### src/rtl/left_rotator.sv
// left_rotator: registered left barrel rotator.
// d_out = d_in rotated left by bit_amount (0..WIDTH-1), one mux stage per
// amount bit (stage k rotates by 2^k), followed by an output register.
// Build option: define LEFT_ROTATOR_PIPE_EN to insert a register after
// stage SHIFT_W/2-1 (before stage 0 when SHIFT_W = 1); latency becomes 2.
module left_rotator #(
  parameter  int WIDTH   = 8,
  localparam int SHIFT_W = $clog2(WIDTH)
) (
  input  logic               clk,
  input  logic               rst_n,
  input  logic               in_valid,
  input  logic [WIDTH-1:0]   d_in,
  input  logic [SHIFT_W-1:0] bit_amount,
  output logic               out_valid,
  output logic [WIDTH-1:0]   d_out
);

  // w_net[k] is the input of stage k; w_net[SHIFT_W] is the fully rotated word
  logic [WIDTH-1:0] w_net [0:SHIFT_W];
  logic             w_vld;
  logic [WIDTH-1:0] r_out;
  logic             r_vld;

  assign w_net[0] = d_in;

`ifdef LEFT_ROTATOR_PIPE_EN
  localparam int PIPE_AT = SHIFT_W / 2;

  logic [WIDTH-1:0]         r_pipe_d;
  logic [SHIFT_W-1:PIPE_AT] r_pipe_amt;   // only the bits the back stages use
  logic                     r_pipe_vld;

  // mid-network register; loads only on qualified input so X never enters
  always_ff @(posedge clk or negedge rst_n) begin
    if (!rst_n) begin
      r_pipe_d   <= '0;
      r_pipe_amt <= '0;
      r_pipe_vld <= 1'b0;
    end else begin
      r_pipe_vld <= in_valid;
      if (in_valid) begin
        r_pipe_d   <= w_net[PIPE_AT];
        r_pipe_amt <= bit_amount[SHIFT_W-1:PIPE_AT];
      end
    end
  end

  assign w_vld = r_pipe_vld;
`else
  assign w_vld = in_valid;
`endif

  for (genvar k = 0; k < SHIFT_W; k++) begin : g_stage
    localparam int S = 1 << k;
    logic [WIDTH-1:0] w_src;
    logic             w_sel;
`ifdef LEFT_ROTATOR_PIPE_EN
    if (k == PIPE_AT) begin : g_cut
      assign w_src = r_pipe_d;
    end else begin : g_thru
      assign w_src = w_net[k];
    end
    if (k >= PIPE_AT) begin : g_back
      assign w_sel = r_pipe_amt[k];
    end else begin : g_front
      assign w_sel = bit_amount[k];
    end
`else
    assign w_src = w_net[k];
    assign w_sel = bit_amount[k];
`endif
    assign w_net[k+1] = w_sel ? {w_src[WIDTH-1-S:0], w_src[WIDTH-1:WIDTH-S]} : w_src;
  end

  // output register: capture on valid, hold otherwise, clear on reset
  always_ff @(posedge clk or negedge rst_n) begin
    if (!rst_n) begin
      r_out <= '0;
      r_vld <= 1'b0;
    end else begin
      r_vld <= w_vld;
      if (w_vld) r_out <= w_net[SHIFT_W];
    end
  end

  assign d_out     = r_out;
  assign out_valid = r_vld;

endmodule

### config.mk
export PLATFORM = sky130hd
export DESIGN_NAME = left_rotator
export DESIGN_NICKNAME = d
export VERILOG_FILES = /design/src/rtl/left_rotator.sv
export SDC_FILE = /design/constraint.sdc
export NUM_CORES = 1
export LEC_CHECK = 0
export CORE_MARGIN = 2
export CORE_UTILIZATION = 45
export DETAILED_ROUTE_END_ITERATION = 10
export GPL_ROUTABILITY_DRIVEN = 0
export GPL_TIMING_DRIVEN = 0
export HOLD_SLACK_MARGIN = 0.05
export PLACE_DENSITY = 0.83
export RECOVER_POWER = 100
export SLEW_MARGIN = 10
export SYNTH_ARGS = -nofsm -noshare
export SYNTH_HDL_FRONTEND = slang
export SYNTH_SLANG_ARGS = --single-unit
### constraint.sdc
create_clock -name clk -period 1.8 [get_ports clk]
set_clock_uncertainty 0.15 [all_clocks]
set_input_delay 0.27 -clock clk [delete_from_list [all_inputs] [get_ports clk]]
set_output_delay 0.27 -clock clk [all_outputs]
set_load 0.01 [all_outputs]
# After elaboration in Yosys (flattened, before gate mapping)
# Cells that the tools add are included.
classes:
  mux: 3
ops:
  columns: ["cell", "n"]
  rows:
  - ["$mux 8", 3]
word_totals:
  reg_bits: 9
  inputBits: 14
  output_inout_bits: 9
  word_cells: 5

# Longest topological paths before layout
# Gate-level depths: netlist (run 1).
logic_depth:
  word_depth: 3
  ltp_mapped: 4
  ltp_nobuf: 3

# Worst setup path before layout (run 1)
# OpenSTA, ideal clock, no wires.
synth_path:
  path_kind: "input-to-reg"
  from: "input bit_amount[1]"
  to: "register r_out[3] (netlist: d_out[3])"
  setup_time_ns: 0.120
  arrival_time_ns: 1.020
  required_time_ns: 1.530
  setup_slack_ns: 0.510
  stages: 4
  path_buffers: 1
  path_cell_list: "buf_6 mux2i_1 a22oi_1 a31o_1"
synth_between:
  elab_chain_len: 2
synth_lines:
  columns: ["item", "line", "rtl"]
  rows:
  - ["from (decl)", "14", "input logic [SHIFT_W-1:0] bit_amount,"]
  - ["$mux 8 (2 in a row)", "73", "assign w_net[k+1] = w_sel ? {w_src[WIDTH-1-S:0], w_src[WIDTH-1:WIDTH-S]} : w_src;"]
  - ["to (signal assigned)", "83", "if (w_vld) r_out <= w_net[SHIFT_W];"]
  - ["to (decl)", "22", "logic [WIDTH-1:0] r_out;"]
# Every way passes these cells.
# A chain may end at the register's enable or synchronous reset.

# Final worst setup path (run 1)
layout_path:
  from: "register r_out[3] (netlist: d_out[3])"
  to: "output d_out[3]"
layout_lines:
  columns: ["item", "line", "rtl"]
  rows:
  - ["to (decl)", "16", "output logic [WIDTH-1:0] d_out"]
# No word-level cell between the ends.

==> out/qor.txt, run 1 <==
==============================================================================
Total number of yosys warnings ..................................            0
Achievable Freq .................................................    598.6 MHz
Required time of the critical path ..............................      1.38 ns
Max FO, Critical Path ...........................................            2
Die X-Extent ....................................................     40.50 um
Final routed DRC violation total ................................            0
Fraction of layout instances using a drive strength above 1 .....       8.434%
Number of maximum-capacitance violations ........................            0
Insertion delay to the later sink of the worst-skew pair ........      0.27 ns
Kind of cell adding the most delay to the critical path ......... buffers and inverters
Routed wirelength normalized by instance count ..................     14.72 um
Longest Clk Path Bufs ...........................................            2
Number of nets produced by synthesis ............................           72
First-pass GRT wire length ......................................     2.263 mm
Height of the die ...............................................     40.50 um
H-Tree Depth ....................................................            1
Average instance area after synthesis ...........................    10.33 um2
Die area ........................................................ 0.001640 mm2
Number of rows in the core area .................................           13
All-Layer GR Usage ..............................................       20.83%
Kind of path behind the tightest hold check ..................... primary input to async pin
Non-Filler Cell Area, Final .....................................    854.6 um2
# setup viols final .............................................            0
Number of global-route vias before repair .......................          536
Post-synthesis register bit count ...............................            9
Fraction of the cycle the final worst path needs ................       92.82%
Worst-path clk slew .............................................      0.07 ns
Buffers & Inverters on Critical Path ............................            1
Total negative setup slack ......................................         0 ns
IO Pins .........................................................           23
Number of routed nets with antenna violations ...................            0
Worst slew slack as a fraction of its limit .....................       71.14%
Post-layout min period ..........................................     1.671 ns
Vias ............................................................          597
Slowest CP cell ................................................. dlygate4sd3_1
Sort of element at the start of the critical path ...............    flip-flop
Antenna cells ...................................................            0
Maximum number of pins on one net before global-route repair ....           11
Final Net Count .................................................           98
Number of sinks handled by clock tree synthesis .................            9
Placed cell area ................................................    828.3 um2
Leakage power ...................................................    0.3455 nW
TritonCTS clock tree ............................................        built
Core area ....................................................... 0.001269 mm2
Number of setup buffers added after CTS .........................            0
Cell Pwr Density ................................................ 697.2 mW/mm2
Outcome ......................................................... finished clean
Hold violation count in the final report ........................            0
Setup repair after global routing missed its margin .............           no
Pre-antenna DRT Iters ...........................................            4
Detailed Route Iter0 Violations .................................           21
Total grt overflow ..............................................            0
Max-slew violation total from the final report ..................            0
Worst path arrival time .........................................      1.25 ns
Portion of the post-synthesis area used by sequential elements ..       37.58%
Ordered list of cells on the worst path ......................... dlygate4sd3_1
Total of buffers placed on input and output ports ...............           21
Clock buffers created by TritonCTS ..............................            3
Post-layout utilization of the core .............................       67.36%
Total Wirelength ................................................     1.443 mm
Post-placement worst setup slack ................................  -0.06770 ns
Antenna violations before repair ................................            0
Number of standard cells in the layout, taps in and fillers out .           98
Delay of the slowest cell on the worst path .....................      0.60 ns
Worst voltage drop across the vdd grid ..........................    0.3444 mV
Crit path kind .................................................. flip-flop to primary output
Slew at the pin with the worst max-slew slack ...................    0.4209 ns
Post-synthesis instance area ....................................    599.3 um2
Count of different cell masters after synthesis .................           10
Resize count post-CTS ...........................................            0
Vias per cell ...................................................        6.092
Starting density of the core ....................................       47.24%
Area Growth Syn to Fin ..........................................       42.59%
Number of instances in the placed design ........................           94
Hold_buf cts ....................................................            0
Setup crit end kind ............................................. primary output
Number of standard cells after synthesis ........................           58
Clock root buffer ...............................................     clkbuf_4
Setup slack of the critical path after layout ...................    0.1293 ns
==============================================================================
==> metrics by stage <==
stage	hold slack, ns	power [mW]
2_1_floorplan	-0.1756	0.3437
4_1_cts	0.1570	0.6031
3_5_place_dp	0.4293	0.4455
5_1_grt	0.2452	0.6172
6_report	0.2020	0.5958
3_3_place_gp	0.4240	0.4414
==> routing by layer <==
metal	share of wire, %	wire [um]	vias to the layer above	global-route usage [%]
li1	-	-	278	-
met1	43	621	275	24.91
met2	46	660	39	36.90
met3	10	144	5	3.333
met4	1.2	17	0	7.500
met5	0	0	-	0
==> report_power, final <==
part | total, mW | switching, mW | internal [mW]
registers | 0.237 | 0.00980 | 0.227
clock network | 0.164 | 0.0780 | 0.0858
logic | 0.195 | 0.0880 | 0.107
==> final cells by class <==
type                            count  area, um2
Buffer                              5      28.78
Timing Repair Buffer               21      210.2
Multi-Input combinational cell     44      345.3
Sequential cell                     9      225.2
Clock buffer                        4      26.28
Tap cell                           15      18.77
Fill cell                         111      414.1
==> flip-flops by register name, summed over array words and instances, names as in the netlist <==
register and count:
d_out 8, out_valid 1
==> cell usage after synthesis <==
| cell | n | area share [%] |
|---|---|---|
| and2_1 | 1 | 1.0 |
| a22oi_1 | 16 | 20 |
| nor2b_1 | 10 | 10 |
| buf_6 | 1 | 1.9 |
| nor2_2 | 1 | 1.0 |
| mux2i_1 | 8 | 13 |
| clkbuf_2 | 2 | 1.7 |
| dfrtp_1 | 9 | 38 |
| clkbuf_1 | 2 | 1.3 |
| a31o_1 | 8 | 12 |
==> cells in the final DEF (no fill, tap or decap) <==
master,netlist,final
a31o_1,8,8
clkdlybuf4s50_1,0,10
and2_1,1,1
clkbuf_2,2,2
clkbuf_4,0,3
buf_6,1,1
a22oi_1,16,16
dlygate4sd3_1,0,11
dfrtp_1,9,9
nor2b_1,10,10
nor2_2,1,1
mux2i_1,8,8
clkbuf_1,2,3
==> final timing paths <==
| check | from | end | slack [ns] | cells past startpoint |
|---|---|---|---|---|
| worst max-delay path | d_out[3] | d_out[3] | 0.13 | 1 |
| worst min-delay path | rst_n | d_out[6] | 0.20 | 1 |
| worst max register to register | d_out[3] | d_out[3] | 0.84 | 2 |
| worst min register to register | d_out[6] | d_out[6] | 0.44 | 2 |
| max in group asynchronous | rst_n | d_out[4] | 1.01 | 1 |
| min in group clk | d_out[6] | d_out[6] | 0.44 | 2 |
==> cell families (layout without fill, tap and decap cells) <==
logic type	after synthesis	count (layout)	synth area share [%]
mux	8	8	13.36
flops	9	9	37.58
compound gates	24	24	31.73
simple gates	12	12	12.53
buf+inv	5	30	4.802
Note: power is estimated with default switching activity, not from simulation.
==> run 2: changes to the inputs <==
Settings changed: GPL_TIMING_DRIVEN 0 to default.
==> run 2 against run 1 <==
  * Sequential cell count stayed put
  * Maximum frequency is 0.50% higher
  * Critical path depth stayed put
  * Core utilization is 5.7 points higher
  * Global-route usage is 2.2 points higher
  * Total power is 2.7% higher
  * Clock power is 3% lower
  * Sequential share of layout area is 2.1 points lower
  * Largest power group unchanged
==> out/qor.txt, run 2 (synthesis gave the netlist of run 1 again) <==
==================================================================================
Outcome ............................................................. finished clean
Setup repair after global routing missed its margin .................           no
Detailed Route Iter0 Violations .....................................           12
Number of setup buffers added after CTS .............................            0
Setup crit end kind ................................................. primary output
Crit. Startpoint ....................................................     d_out[5]
Starting density of the core ........................................       47.24%
H-Tree Depth ........................................................            1
Top library cells by usage in the layout, fill and taps aside ....... a22oi_1 (16), clkdlybuf4s50_1 (11), dlygate4sd3_1 (11), nor2b_1 (10)
Crit path kind ...................................................... flip-flop to primary output
Final routed DRC violation total ....................................            0
Count of cell instances traversed by the critical path ..............            1
Clock buffers created by TritonCTS ..................................            3
Routed wirelength normalized by instance count ......................     13.96 um
Area Growth Syn to Fin ..............................................       54.70%
Sort of element at the start of the critical path ...................    flip-flop
Achievable Freq .....................................................    601.6 MHz
Number of routed nets with antenna violations .......................            0
Post-placement worst setup slack ....................................   -0.1032 ns
Most common cell after layout, fill and taps aside ..................      a22oi_1
Maximum number of pins on one net before global-route repair ........           18
IO Pins .............................................................           23
Last element of the critical path ...................................     d_out[5]
Hold violation count in the final report ............................            0
All-Layer GR Usage ..................................................       22.99%
Core area ........................................................... 0.001269 mm2
Longest Clk Path Bufs ...............................................            2
Height of the die ...................................................     40.50 um
Post-Route Hold Slack ...............................................    0.2222 ns
Number of rows in the core area .....................................           13
Cell Pwr Density .................................................... 660.1 mW/mm2
Clock root buffer ...................................................     clkbuf_4
Setup slack of the critical path after layout .......................    0.1377 ns
Slew at the pin with the worst max-slew slack .......................    0.6458 ns
Slowest CP cell ..................................................... dlygate4sd3_1
Antenna violations before repair ....................................            0
Ordered list of cells on the worst path ............................. dlygate4sd3_1
Total grt overflow ..................................................            0
# setup viols final .................................................            0
Number of global-route vias before repair ...........................          543
Required time of the critical path ..................................      1.38 ns
Worst slew slack as a fraction of its limit .........................       56.95%
Vias ................................................................          595
Buffers & Inverters on Critical Path ................................            1
Die area ............................................................ 0.001640 mm2
Max-slew violation total from the final report ......................            0
Flip-flop count of the largest register, all copies and words added .            8
Worst voltage drop across the vdd grid ..............................    0.3781 mV
Max FO, Critical Path ...............................................            2
Insertion delay to the later sink of the worst-skew pair ............      0.26 ns
Kind of cell adding the most delay to the critical path ............. buffers and inverters
First-pass GRT wire length ..........................................     2.421 mm
Total Wirelength ....................................................     1.466 mm
Kind of path behind the tightest hold check ......................... primary input to async pin
Number of cells traversed by the worst register-to-register path ....            2
Final Net Count .....................................................          105
Reg2reg setup slack .................................................      0.83 ns
Number of maximum-capacitance violations ............................            0
Pre-antenna DRT Iters ...............................................            4
Resize count post-CTS ...............................................            0
Fraction of layout instances using a drive strength above 1 .........       15.56%
Fraction of the cycle the final worst path needs ....................       92.35%
Worst-path clk slew .................................................      0.06 ns
Vias per cell .......................................................        5.667
Delay of the slowest cell on the worst path .........................      0.60 ns
Leakage power .......................................................    0.3867 nW
Reg2reg end .........................................................     d_out[7]
Half-perimeter wire length after placement ..........................     1.128 mm
Die X-Extent ........................................................     40.50 um
Hold_buf cts ........................................................            0
Number of sinks handled by clock tree synthesis .....................            9
Total of buffers placed on input and output ports ...................           22
Post-layout min period ..............................................     1.662 ns
Antenna cells .......................................................            0
Worst path arrival time .............................................      1.24 ns
Launch instance of the worst register-to-register path ..............     d_out[7]
TritonCTS clock tree ................................................        built
==================================================================================
[run 2: where the power goes]
part	internal [mW]	switching [mW]
Sequential	0.227	0.00925
Clock	0.0856	0.0730
Combinational	0.127	0.0906
Total	0.439	0.173
[run 2: layout make-up]
type,count,area (um2)
tap,15,18.77
fill,108,341.6
timing repair buffer,33,311.5
multi-input combinational,44,345.3
clock buffer,4,26.28
sequential,9,225.2
[run 2: worst min path at each step]
stage | from | to | slack, ns | cells after the start
2_1_floorplan | rst_n | d_out[0] | -0.18 | 0
3_3_place_gp | d_out[2] | d_out[2] | 0.42 | 2
3_5_place_dp | d_out[0] | d_out[0] | 0.42 | 2
4_1_cts | rst_n | d_out[0] | 0.16 | 1
5_1_grt | rst_n | d_out[0] | 0.24 | 1
6_report | rst_n | d_out[4] | 0.22 | 1
[run 2: per-stage QoR]
| step | util (%) | std cells | instance area (um2) | TNS, ns | total power [mW] |
|---|---|---|---|---|---|
| 2_1_floorplan | - | 58 | 599.3 | 0 | 0.3437 |
| 3_3_place_gp | 71.30 | 101 | 904.6 | -0.2898 | 0.4667 |
| 3_5_place_dp | 71.30 | 101 | 904.6 | -0.4725 | 0.4703 |
| 4_1_cts | 73.37 | 105 | 930.9 | 0 | 0.6329 |
| 5_1_grt | 73.08 | 105 | 927.1 | 0 | 0.6559 |
| 6_report | 73.08 | 105 | 927.1 | 0 | 0.6120 |
[run 2: routing by layer]
metal  vias up  global-route usage [%]  routed length (um)
li1        293                       -                   -
met1       283                   29.59                 622
met2        19                   37.70                 748
met3         0                   10.00                  95
met4         0                       0                   0
met5         -                       0                   0
==> run 3: changes to the inputs <==
Settings changed: RECOVER_POWER 100 to default.
==> run 3 against run 2 <==
  * Global-route usage unchanged
  * Via count up 0.34%
  * Sequential power barely moved
  * Core utilization increased by 0.30 points
  * Critical path type is now primary input to flip-flop
  * Sequential cell count did not move
  * Count of clock-buffer cells in the layout unchanged
==> out/qor.txt, run 3 (synthesis gave the netlist of run 1 again) <==
==================================================================================
Total grt overflow ..................................................            0
Setup slack of the critical path after layout .......................    0.1725 ns
Proportion of power drawn by flip-flops and latches .................        38.0%
Height of the die ...................................................     40.50 um
Number of rows in the core area .....................................           13
First-pass GRT wire length ..........................................     2.421 mm
Worst voltage drop across the vdd grid ..............................    0.3834 mV
Worst-path clk slew .................................................      0.06 ns
Slowest CP cell ..................................................... clkdlybuf4s50_1
Max-slew violation total from the final report ......................            0
Sort of element at the start of the critical path ................... primary input
Switching Fraction ..................................................       27.91%
Launch instance of the worst register-to-register path ..............     d_out[7]
Vias ................................................................          597
Number of routed nets with antenna violations .......................            0
Fraction of the cycle the final worst path needs ....................       90.42%
Number of sinks handled by clock tree synthesis .....................            9
Ordered list of cells on the worst path ............................. clkdlybuf4s50_1 -> buf_12 -> mux2i_1 -> a22oi_1 -> a31o_1
All-Layer GR Usage ..................................................       22.99%
Outcome ............................................................. finished clean
Buffers & Inverters on Critical Path ................................            2
Number of standard cells in the layout, taps in and fillers out .....          105
Area Growth Syn to Fin ..............................................       55.32%
Slew at the pin with the worst max-slew slack .......................    0.4122 ns
Reg2reg setup slack .................................................      0.85 ns
TritonCTS clock tree ................................................        built
Reg2reg end .........................................................     d_out[7]
Pre-antenna DRT Iters ...............................................            5
Insertion delay to the later sink of the worst-skew pair ............      0.26 ns
P_sw ................................................................     174.5 uW
Hold_buf cts ........................................................            0
Required time of the critical path ..................................      1.80 ns
Hold violation count in the final report ............................            0
Portion of total power attributed to the clock network ..............        25.4%
Worst path arrival time .............................................      1.63 ns
Number of cells traversed by the worst register-to-register path ....            2
Starting density of the core ........................................       47.24%
Resize count post-CTS ...............................................            0
Detailed Route Iter0 Violations .....................................           12
Gate power share ....................................................        36.6%
Number of setup buffers added after CTS .............................            0
Die area ............................................................ 0.001640 mm2
Longest Clk Path Bufs ...............................................            2
Post-layout min period ..............................................     1.628 ns
Number of instances in the placed design ............................          101
Kind of cell adding the most delay to the critical path ............. buffers and inverters
Number of global-route vias before repair ...........................          543
Final Total Pwr .....................................................     625.1 uW
Worst slew slack as a fraction of its limit .........................       72.43%
Routed wirelength normalized by instance count ......................     14.08 um
Cell Pwr Density .................................................... 671.5 mW/mm2
Kind of path behind the tightest hold check ......................... primary input to async pin
IO Pins .............................................................           23
Post-placement worst setup slack ....................................   -0.1032 ns
Setup repair after global routing missed its margin .................           no
Final Net Count .....................................................          105
Cell internal pwr ...................................................     450.6 uW
Core area ........................................................... 0.001269 mm2
Number of maximum-capacitance violations ............................            0
Antenna violations before repair ....................................            0
Max FO, Critical Path ...............................................            8
H-Tree Depth ........................................................            1
Maximum number of pins on one net before global-route repair ........           18
Total negative setup slack ..........................................         0 ns
# setup viols final .................................................            0
Antenna cells .......................................................            0
Vias per cell .......................................................        5.686
Most common cell after layout, fill and taps aside .................. clkdlybuf4s50_1
Die X-Extent ........................................................     40.50 um
Top library cells by usage in the layout, fill and taps aside ....... clkdlybuf4s50_1 (22), a22oi_1 (16), nor2b_1 (10), buf_4 (10), dfrtp_1 (9)
Setup crit end kind .................................................    flip-flop
Half-perimeter wire length after placement ..........................     1.128 mm
Total Wirelength ....................................................     1.478 mm
Flip-flop count of the largest register, all copies and words added .            8
Leakage power .......................................................    0.3848 nW
Total of buffers placed on input and output ports ...................           22
Final routed DRC violation total ....................................            0
Delay of the slowest cell on the worst path .........................      0.50 ns
Clock root buffer ...................................................     clkbuf_4
Crit path kind ...................................................... primary input to flip-flop
Achievable Freq .....................................................    614.4 MHz
Clock buffers created by TritonCTS ..................................            3
Fraction of layout instances using a drive strength above 1 .........       16.67%
==================================================================================
## run 3: cell types whose count changed in the layout (fill, tap and decap cells not counted)
| cell | previous run | this run |
|---|---|---|
| clkdlybuf4s50_1 | 11 | 22 |
| dlygate4sd3_1 | 11 | 0 |
| buf_4 | 9 | 10 |
| clkbuf_1 | 2 | 1 |
## run 3: how the worst max path moves through the flow
| stage | slack [ns] | startpoint | cells after the start | endpoint |
|---|---|---|---|---|
| 2_1_floorplan | 0.51 | bit_amount[1] | 4 | d_out[3] |
| 3_3_place_gp | -0.07 | bit_amount[1] | 5 | d_out[1] |
| 3_5_place_dp | -0.10 | bit_amount[1] | 5 | d_out[1] |
| 4_1_cts | 0.18 | bit_amount[1] | 5 | d_out[1] |
| 5_1_grt | 0.11 | bit_amount[1] | 5 | d_out[1] |
| 6_report | 0.17 | bit_amount[1] | 5 | d_out[1] |
## run 3: final cells by class
class                           count  area, um2
Multi-Input combinational cell     44      345.3
Fill cell                         108      337.8
Timing Repair Buffer               33      315.3
Sequential cell                     9      225.2
Clock buffer                        4      26.28
Tap cell                           15      18.77
## run 3: power by group through the flow
stage               Sequential (mW)  Clock [mW]  Combinational [mW]
floorplan                     0.254           0              0.0898
global placement              0.241           0               0.226
CTS                           0.238       0.164               0.231
detailed placement            0.241           0               0.230
finish                        0.237       0.159               0.229
global route                  0.240       0.179               0.249
## run 3: layer usage
layer	wire length, um	global-route usage [%]
met1	629	29.59
met3	99	10.00
met4	0	0
met2	749	37.70
met5	0	0
## run 3: through the flow
step	cell area [um2]	hold WS, ns	util [%]
final	930.9	0.1525	73.37
after global routing	930.9	0.1698	73.37
after CTS	930.9	0.1643	73.37
after detailed placement	904.6	0.4238	71.30
after global placement	904.6	0.4208	71.30
after floorplan	599.3	-0.1756	-
## run 3: worst register-to-register path: stages (launching register included)
cell and delay, ns:
dfrtp_1 0.37, nor2b_1 0.13, a31o_1 0.19
